<file path="src/rtl/floo_atop_id_allocator_pkg.sv">
// Shared types for the atomic-transaction ID allocator: per-slot state encoding
// and ID sizing helpers.
package floo_atop_id_allocator_pkg;

   typedef enum logic [1:0] {
      FREE    = 2'b00,
      WAIT_B  = 2'b01,
      WAIT_R  = 2'b10,
      WAIT_BR = 2'b11
   } atop_slot_e;

   // Wide enough to hold any incoming ID, so range checks are width-safe.
   localparam int unsigned MaxIdWidth = 8;
   typedef logic [MaxIdWidth-1:0] atop_wide_id_t;

   function automatic int unsigned idx_width(input int unsigned n);
      return (n > 1) ? $clog2(n) : 1;
   endfunction

endpackage

</file>
<file path="src/rtl/floo_atop_id_allocator_slot.sv">
// One atomic ID slot: tracks which of B and R are still owed, and flags events
// that do not fit the current state.
module floo_atop_slot
   import floo_atop_id_allocator_pkg::*;
(
   input  logic       clk,
   input  logic       rst_n,
   input  logic       ack,
   input  logic       has_r,
   input  logic       b_free,
   input  logic       r_free,
   output atop_slot_e state,
   output logic       busy,
   output logic       err,
   output logic       enter,
   output logic       retire
);

   atop_slot_e state_q, state_d;

   // Any illegal event on this slot leaves the state untouched.
   always_comb begin
      state_d = state_q;
      err     = 1'b0;
      case (state_q)
         FREE: begin
            if (b_free || r_free) err = 1'b1;
            else if (ack)         state_d = has_r ? WAIT_BR : WAIT_B;
         end
         WAIT_B: begin
            if (r_free || ack) err = 1'b1;
            else if (b_free)   state_d = FREE;
         end
         WAIT_R: begin
            if (b_free || ack) err = 1'b1;
            else if (r_free)   state_d = FREE;
         end
         WAIT_BR: begin
            if (ack)                     err = 1'b1;
            else if (b_free && r_free)   state_d = FREE;
            else if (b_free)             state_d = WAIT_R;
            else if (r_free)             state_d = WAIT_B;
         end
         default: state_d = FREE;
      endcase
   end

   always_ff @(posedge clk or negedge rst_n) begin
      if (!rst_n) state_q <= FREE;
      else        state_q <= state_d;
   end

   assign state  = state_q;
   assign busy   = (state_q != FREE);
   assign enter  = (state_q == FREE) && (state_d != FREE);
   assign retire = (state_q != FREE) && (state_d == FREE);

endmodule

</file>
<file path="src/rtl/floo_atop_id_allocator.sv">
// Hands out the lowest free atomic AXI ID, holds it across AW stalls and
// returns it to the pool once every expected B/R response has come back.
module floo_atop_id_allocator
   import floo_atop_id_allocator_pkg::*;
#(
   parameter  int unsigned MaxAtomicTxns = 4,
   localparam int unsigned IdWidth       = idx_width(MaxAtomicTxns),
   localparam int unsigned CntWidth      = idx_width(MaxAtomicTxns + 1)
) (
   input  logic                     clk_i,
   input  logic                     rst_ni,
   input  logic                     alloc_req_i,
   input  logic                     alloc_has_r_i,
   input  logic                     alloc_ack_i,
   output logic                     alloc_gnt_o,
   output logic [IdWidth-1:0]       alloc_id_o,
   input  logic                     b_free_i,
   input  logic [IdWidth-1:0]       b_free_id_i,
   input  logic                     r_free_i,
   input  logic [IdWidth-1:0]       r_free_id_i,
   output logic [MaxAtomicTxns-1:0] busy_o,
   output logic [CntWidth-1:0]      outstanding_o,
   output logic                     err_o
);

   localparam int unsigned N = MaxAtomicTxns;

   atop_slot_e        slot_state [N];
   logic [N-1:0]      slot_busy, slot_err, slot_enter, slot_retire;
   logic [N-1:0]      slot_ack, slot_b, slot_r;
   logic              any_free;
   logic [IdWidth-1:0] cand_id;
   logic              lock_q;
   logic [IdWidth-1:0] lock_id_q;
   logic              ack_ok, ack_bad, b_oor, r_oor;
   logic [CntWidth-1:0] cnt_q, cnt_d, n_enter, n_retire;
   logic              err_q;

   // Lowest-index free slot, from registered state only.
   always_comb begin
      any_free = 1'b0;
      cand_id  = '0;
      for (int i = int'(N) - 1; i >= 0; i--) begin
         if (slot_state[i] == FREE) begin
            any_free = 1'b1;
            cand_id  = IdWidth'(i);
         end
      end
   end

   assign alloc_gnt_o = lock_q | any_free;
   assign alloc_id_o  = lock_q ? lock_id_q : cand_id;

   assign ack_ok  = alloc_ack_i & alloc_req_i & alloc_gnt_o;
   assign ack_bad = alloc_ack_i & ~ack_ok;
   assign b_oor   = b_free_i & (atop_wide_id_t'(b_free_id_i) >= atop_wide_id_t'(N));
   assign r_oor   = r_free_i & (atop_wide_id_t'(r_free_id_i) >= atop_wide_id_t'(N));

   for (genvar g = 0; g < N; g++) begin : gen_slot
      assign slot_ack[g] = ack_ok   && (alloc_id_o  == IdWidth'(g));
      assign slot_b[g]   = b_free_i && (b_free_id_i == IdWidth'(g));
      assign slot_r[g]   = r_free_i && (r_free_id_i == IdWidth'(g));

      floo_atop_slot i_slot (
         .clk    (clk_i),
         .rst_n  (rst_ni),
         .ack    (slot_ack[g]),
         .has_r  (alloc_has_r_i),
         .b_free (slot_b[g]),
         .r_free (slot_r[g]),
         .state  (slot_state[g]),
         .busy   (slot_busy[g]),
         .err    (slot_err[g]),
         .enter  (slot_enter[g]),
         .retire (slot_retire[g])
      );
   end

   always_comb begin
      n_enter  = '0;
      n_retire = '0;
      for (int i = 0; i < int'(N); i++) begin
         n_enter  = n_enter  + CntWidth'(slot_enter[i]);
         n_retire = n_retire + CntWidth'(slot_retire[i]);
      end
      cnt_d = cnt_q + n_enter - n_retire;
   end

   // A stalled AW keeps its ID even if a lower slot frees up meanwhile.
   always_ff @(posedge clk_i or negedge rst_ni) begin
      if (!rst_ni) begin
         lock_q    <= 1'b0;
         lock_id_q <= '0;
         cnt_q     <= '0;
         err_q     <= 1'b0;
      end else begin
         if (alloc_ack_i || !alloc_req_i) begin
            lock_q <= 1'b0;
         end else if (alloc_gnt_o) begin
            lock_q    <= 1'b1;
            lock_id_q <= alloc_id_o;
         end
         cnt_q <= cnt_d;
         err_q <= ack_bad | b_oor | r_oor | (|slot_err);
      end
   end

   assign busy_o        = slot_busy;
   assign outstanding_o = cnt_q;
   assign err_o         = err_q;

endmodule

</file>
<file path="config.mk">
export PLATFORM = sky130hd
export DESIGN_NAME = floo_atop_id_allocator
export DESIGN_NICKNAME = d
export VERILOG_FILES = /design/src/rtl/floo_atop_id_allocator_pkg.sv /design/src/rtl/floo_atop_id_allocator_slot.sv /design/src/rtl/floo_atop_id_allocator.sv
export SDC_FILE = /design/constraint.sdc
export NUM_CORES = 1
export LEC_CHECK = 0
export ABC_AREA = 1
export CAP_MARGIN = 20
export CORE_AREA = 2 2 50 61
export CTS_CLUSTER_SIZE = 20
export DETAILED_ROUTE_END_ITERATION = 7
export DIE_AREA = 0 0 52 63
export PLACE_DENSITY = 0.83
export SKIP_LAST_GASP = 1
export SLEW_MARGIN = 20
export SYNTH_ARGS = -nofsm -noshare
export SYNTH_HDL_FRONTEND = slang
export SYNTH_SLANG_ARGS = --single-unit
</file>
<file path="constraint.sdc">
create_clock -name clk_i -period 9.5 [get_ports clk_i]
set_input_delay 1.9 -clock clk_i [delete_from_list [all_inputs] [get_ports clk_i]]
set_output_delay 1.9 -clock clk_i [all_outputs]
set_load 0.05 [all_outputs]
</file>
# --- Yosys cells after proc, flatten, opt, wreduce, memory -nomap -nowiden ---
# Cells that the tools add are included.
# Widths: inputs -> output; s select.
word_totals:
  word_cells: 180
  in_bits: 11
  reg_bits: 15
  out_inout_bits: 11
op_classes:
  n_eq_ne: 21
  addsub: 8
  reduce_logical: 60
  muxes: 76
  bitwise: 7
op_table:
  columns: ["op", "n"]
  rows:
  - ["$mux 2", 46]
  - ["$pmux 2 s4", 4]
  - ["$eq 2x2->1 const B", 14]
  - ["$logic_and 1x1->1", 24]
  - ["$logic_not 2->1", 11]
  - ["$mux 1", 22]
  - ["$reduce_bool 2->1", 9]
  - ["$pmux 1 s4", 4]
  - ["$eq 2x1->1 const B", 7]
  - ["$logic_or 1x1->1", 13]
  - ["$add 2x1->3", 2]
  - ["$add 3x1->3", 2]
  - ["$add 1x1->2", 2]
  - ["$reduce_or 4->1", 1]
  - ["$add 3x3->3", 1]
  - ["$and 1x1->1", 3]
  - ["$sub 3x3->3", 1]
  - ["$not 1->1", 2]
  - ["$or 1x1->1", 2]
  - ["$reduce_and 2->1", 1]
  - ["$logic_not 1->1", 1]

# --- Longest topological paths before layout ---
depth:
  depth_word: 18
  mapped_depth: 22
  depth_no_buf: 22

# --- Modules after synthesis ---
# From an unflattened synthesis, not the netlist that was laid out.
unflattened:
  cells_unflattened: 218
  hier_area_um2: 1405.1
by_module_without_submodules:
  columns: ["mod", "n_inst", "cells_each", "area_each_um2", "seq_area_each_um2"]
  rows:
  - ["floo_atop_id_allocator", 1, 105, 724.4, 175.2]
  - ["floo_atop_slot (gen_slot[1].i_slot ...)", 3, 26, 160.2, 50.0]
  - ["floo_atop_slot (gen_slot[0].i_slot)", 1, 35, 200.2, 50.0]

# --- Worst setup path after synthesis ---
# OpenSTA, ideal clock, no wires.
synth_path:
  path_type: "input port to flip-flop"
  from: "input port alloc_req_i"
  to: "register cnt_q[2] (netlist: outstanding_o[2])"
  setup_slack_ns: 4.781
  t_arrival_ns: 4.640
  n_path_buf: 0
  t_required_ns: 9.421
  stages: 16
  setup_ns: 0.079
  cell_sequence: "nand2_1 -> inv_1 -> nand2_4 -> nor2_4 -> nand2_2 -> a21oi_1 -> nor2_1 -> nand2_1 -> nor2_1 -> fa_1 -> inv_1 -> fa_1 -> fa_1 -> ha_1 -> xnor2_1 -> xor2_1"
synth_via:
  elab_chain_len: 13
  elab_cells_between_ends: 62
  classes_between: "add/sub: 8; mux: 24; bitwise: 2; reduce/logical: 28"
synth_rtl:
  columns: ["item", "line", "rtl"]
  rows:
  - ["from (decl)", "floo_atop_id_allocator.sv:12", "input logic alloc_req_i,"]
  - ["$and 1x1->1 * (2 in series)", "floo_atop_id_allocator.sv:54", "assign ack_ok = alloc_ack_i & alloc_req_i & alloc_gnt_o;"]
  - ["$logic_and 1x1->1", "floo_atop_id_allocator.sv:60", "assign slot_ack[g] = ack_ok && (alloc_id_o == IdWidth'(g));"]
  - ["$mux 2, or another cell as far along", "floo_atop_id_allocator_slot.sv:28", "else if (ack) state_d = has_r ? WAIT_BR : WAIT_B;"]
  - ["$mux 2, on equally long branches", "floo_atop_id_allocator_slot.sv:27, floo_atop_id_allocator_slot.sv:31, floo_atop_id_allocator_slot.sv:35", null]
  - ["$pmux 2 s4", "floo_atop_id_allocator_slot.sv:25", "case (state_q)"]
  - ["$reduce_bool 2->1", "floo_atop_id_allocator_slot.sv:55", "assign enter = (state_q == FREE) && (state_d != FREE);"]
  - ["$logic_and 1x1->1", "floo_atop_id_allocator_slot.sv:55", null]
  - ["$add 1x1->2", "floo_atop_id_allocator.sv:83", "n_enter = n_enter + CntWidth'(slot_enter[i]);"]
  - ["$add 2x1->3", "floo_atop_id_allocator.sv:83", null]
  - ["$add 3x1->3", "floo_atop_id_allocator.sv:83", null]
  - ["$add 3x3->3", "floo_atop_id_allocator.sv:86", "cnt_d = cnt_q + n_enter - n_retire;"]
  - ["$sub 3x3->3 *", "floo_atop_id_allocator.sv:86", null]
  - ["via cnt_d[2]", "floo_atop_id_allocator.sv:36", "logic [CntWidth-1:0] cnt_q, cnt_d, n_enter, n_retire;"]
  - ["to (signal assigned)", "floo_atop_id_allocator.sv:103", "cnt_q <= cnt_d;"]
  - ["to (decl)", "floo_atop_id_allocator.sv:36", null]
# The timed path passes the listed nets; every way through them passes the cells marked *.
# A chain may end at the register's enable or synchronous reset.

# --- Final worst setup path ---
layout_path:
  from: "input port alloc_ack_i"
  to: "register cnt_q[2] (netlist: outstanding_o[2])"
layout_via:
  elab_chain_len: 13
  elab_cells_between_ends: 62
  classes_between: "add/sub: 8; mux: 24; bitwise: 2; reduce/logical: 28"
layout_rtl:
  columns: ["item", "line", "rtl"]
  rows:
  - ["from (decl)", "floo_atop_id_allocator.sv:14", "input logic alloc_ack_i,"]
  - ["$and 1x1->1 * (2 in series)", "floo_atop_id_allocator.sv:54", null]
  - ["$logic_and 1x1->1", "floo_atop_id_allocator.sv:60", null]
  - ["$mux 2, or another cell as far along", "floo_atop_id_allocator_slot.sv:28", null]
  - ["$mux 2, on equally long branches", "floo_atop_id_allocator_slot.sv:27, floo_atop_id_allocator_slot.sv:31, floo_atop_id_allocator_slot.sv:35", null]
  - ["$pmux 2 s4", "floo_atop_id_allocator_slot.sv:25", null]
  - ["$reduce_bool 2->1", "floo_atop_id_allocator_slot.sv:55", null]
  - ["$logic_and 1x1->1", "floo_atop_id_allocator_slot.sv:55", null]
  - ["$add 1x1->2", "floo_atop_id_allocator.sv:83", null]
  - ["$add 2x1->3", "floo_atop_id_allocator.sv:83", null]
  - ["$add 3x1->3", "floo_atop_id_allocator.sv:83", null]
  - ["$add 3x3->3", "floo_atop_id_allocator.sv:86", null]
  - ["$sub 3x3->3 *", "floo_atop_id_allocator.sv:86", null]
  - ["via cnt_d[2]", "floo_atop_id_allocator.sv:36", null]
# Marked as above.

==> out/results.txt <==
# IOs -> 22
final setup fails -> 0
initial core utilization -> 52.5%
synth unique cells -> 24
H-tree levels -> 1
layout net count -> 258
CP Buf/Inv Count -> 3
Design Area, Final -> 0.00167 sq mm
die area -> 0.00328 sq mm
CP required -> 9.72 ns
final critical-path setup slack -> 4.34 ns
CP Capture Type -> register
routing usage on met2 -> 37.0%
worst skew pair latency -> 0.28 ns
Post-DRT Antenna Nets -> 0
routed wire length -> 3170 um
CTS root buf -> clkbuf_4
vias in the first global route -> 1,292
Max-slew headroom -> 53.9%
share of layout cells above drive strength 1 -> 10.5%
YS warnings -> 0
fmax -> 194 MHz
mapped cell area -> 0.00142 sq mm
clk_skew -> 0.00334 ns
DIE HEIGHT -> 63 um
Via density -> 5.06
CP max stage delay -> 0.53 ns
1st-pass router iterations -> 4
vias -> 1,382
antenna violations before repair -> 0
Post-Route Utilization -> 61.7%
Detailed Place HPWL -> 2620 um
slew at the pin closest to its max-slew limit -> 0.690 ns
# Post-CTS Setup Buffers -> 0
WS Path Type -> primary input to register
clk sink count -> 15
PostCTS Resize Cnt -> 0
Wirelength per Cell -> 11.6 um
GRT overflow -> 0
final hold viol count -> 0
RSZ-0062 raised after global routing -> no
sequential fraction of the synthesis area -> 26.4%
WHS -> 0.491 ns
biggest area consumer among synthesized cells -> dfrtp_1
# hold bufs at CTS -> 0
VDD IR max -> 0.211 mV
syn nets -> 236
CTS Buf Count -> 3
CORE AREA -> 0.00271 sq mm
Most Used Layer, Global Route -> met2
Syn Area/Cell -> 6.52 sq um
Max FO, Critical Path -> 7
Die W -> 52 um
pre-CTS WS -> 4.02 ns
setup_tns -> 0 ns
cells after synthesis -> 218
DR iter-0 viols -> 59
GR Util met1 -> 30.0%
clock buffer depth -> 2
Area Growth Syn to Fin -> 17.5%
critical path's most frequent cell -> fa_1
Leak Pwr -> 0.955 nW
maxcap violations -> 0
number of I/O port buffers -> 21
synth top area cells -> dfrtp_1, nand2_1, inv_1
Final Max Slew Viols -> 0
min-delay worst type -> register to register
DRC violations left -> 0
crit start category -> primary input
worst path cell trace -> clkdlybuf4s50_1 > nand2_1 > inv_1 > nand2_4 > nor2_4 > nand2_2 > a21oi_1 > nor2_1 > nand2_1 > nor2_1 > fa_1 > inv_1 > fa_1 > fa_1 > ha_1 > xnor2_1 > xor2_1
GRT Total Usage -> 22.1%
post-route minimum period -> 5.16 ns
PD cells -> 370 mW/mm^2
status -> completed
Worst Path Arrival -> 5.37 ns
gpl congestion -> 0.913
Area after DPL -> 0.00164 sq mm
row count -> 21
flops & latches, synth -> 15
crit share post-route -> 54.3%
number of diodes -> 0
Crit-path slowest cell -> fa_1
first-pass GRT wire length -> 5530 um
CTS tree -> done
largest net degree at the start of global routing -> 16
post-synth top area share -> 26.4%
GRT met3 Usage -> 2.39%
Reg clk slew, reported paths -> 0.09 ns
delay-heaviest family, CP -> adder cells
==> cells in the mapped netlist <==
master and n:
a21oi_1 4, nor2_4 2, nor2_2 5, o21ai_0 4
inv_2 1, nand3_2 3, ha_1 2, inv_1 42
nand2_4 1, a21oi_2 2, nor2_1 30, nand3_1 21
o21bai_1 1, xor2_1 2, a21oi_4 1, fa_1 5
xnor2_1 2, nand2_1 58, nand3b_1 2, nor3_1 1
nand4_1 3, dfrtp_1 15, nand2_2 7, buf_4 4
==> layout by cell type, fill, tap and decap left out <==
| cell | n |
|---|---|
| a21oi_4 | 1 |
| a21oi_1 | 4 |
| clkdlybuf4s50_1 | 21 |
| fa_1 | 5 |
| a21oi_2 | 2 |
| nor3_1 | 1 |
| nand3_2 | 3 |
| o21bai_1 | 1 |
| nand3_1 | 21 |
| nand2_2 | 7 |
| nand3b_1 | 2 |
| nand4_1 | 3 |
| inv_1 | 42 |
| dfrtp_1 | 15 |
| o21ai_0 | 4 |
| nor2_4 | 2 |
| xnor2_1 | 2 |
| inv_2 | 1 |
| xor2_1 | 2 |
| ha_1 | 2 |
| clkbuf_4 | 3 |
| nand2_4 | 1 |
| clkbuf_1 | 1 |
| nor2_1 | 30 |
| nor2_2 | 5 |
| nand2_1 | 58 |
==> report_power, final <==
part	switching [W]	leakage [nW]	internal [W]	total (W)
clock	0.0000205	0.0150	0.0000163	0.0000368
sequential	0.0000279	0.186	0.0000958	0.000124
combinational	0.000298	0.754	0.000158	0.000457
total	0.000347	0.955	0.000270	0.000617
==> area by class of cell <==
class                      instances  area [sq um]
clock buffer                       4          26.3
fill                             261          1040
inverter                          43           161
multi-input combinational        156           855
sequential                        15           375
tap                               34          42.5
timing repair buffer              21           210
==> worst min-delay path, stage by stage, from the launching register on <==
cell and delay [ns]:
dfrtp_1 0.35, nand2_1 0.05, o21ai_0 0.06
==> logic make-up after synthesis <==
logic type | Yosys count | synth area share [%]
AOI/OAI and AO/OA | 12 | 5.72
xor gates and xnor gates | 4 | 2.47
adders and majority gates | 7 | 8.80
buffers and inverters | 47 | 13.5
DFF | 15 | 26.4
and+or+nand+nor | 133 | 43.1
==> state kept, by name, indices dropped and copies added, names as in the netlist <==
| register | flops |
|---|---|
| lock_id_q | 2 |
| gen_slot.i_slot.state | 8 |
| lock_q | 1 |
| err_o | 1 |
| outstanding_o | 3 |
==> routing by layer <==
metal / vias up / share of wire [%] / wire (um)
li1: 701 / - / -
met1: 634 / 45 / 1410
met2: 43 / 49 / 1570
met3: 4 / 5.0 / 158
met4: 0 / 1.0 / 33
met5: - / 0 / 0
==> final timing paths <==
kind	from	to	slack [ns]	cells after the start
hold / removal	lock_id_q[1]$_DFFE_PN0P_	lock_id_q[1]$_DFFE_PN0P_	0.49	2
min in group asynchronous	rst_ni	outstanding_o[1]$_DFF_PN0_	2.03	1
hold reg to reg	lock_id_q[1]$_DFFE_PN0P_	lock_id_q[1]$_DFFE_PN0P_	0.49	2
setup reg to reg	gen_slot[0].i_slot.state[1]$_DFF_PN0_	outstanding_o[2]$_DFF_PN0_	5.71	17
setup / recovery	alloc_ack_i	outstanding_o[2]$_DFF_PN0_	4.34	17
max in group asynchronous	rst_ni	gen_slot[0].i_slot.state[0]$_DFF_PN0_	7.04	1
==> stage by stage <==
stage               instances  total power, W
floorplan                 218        0.000482
global placement          269        0.000578
detailed placement        269        0.000582
CTS                       273        0.000622
global route              273        0.000681
finish                    273        0.000617
Power figures use the tool's default switching activity.
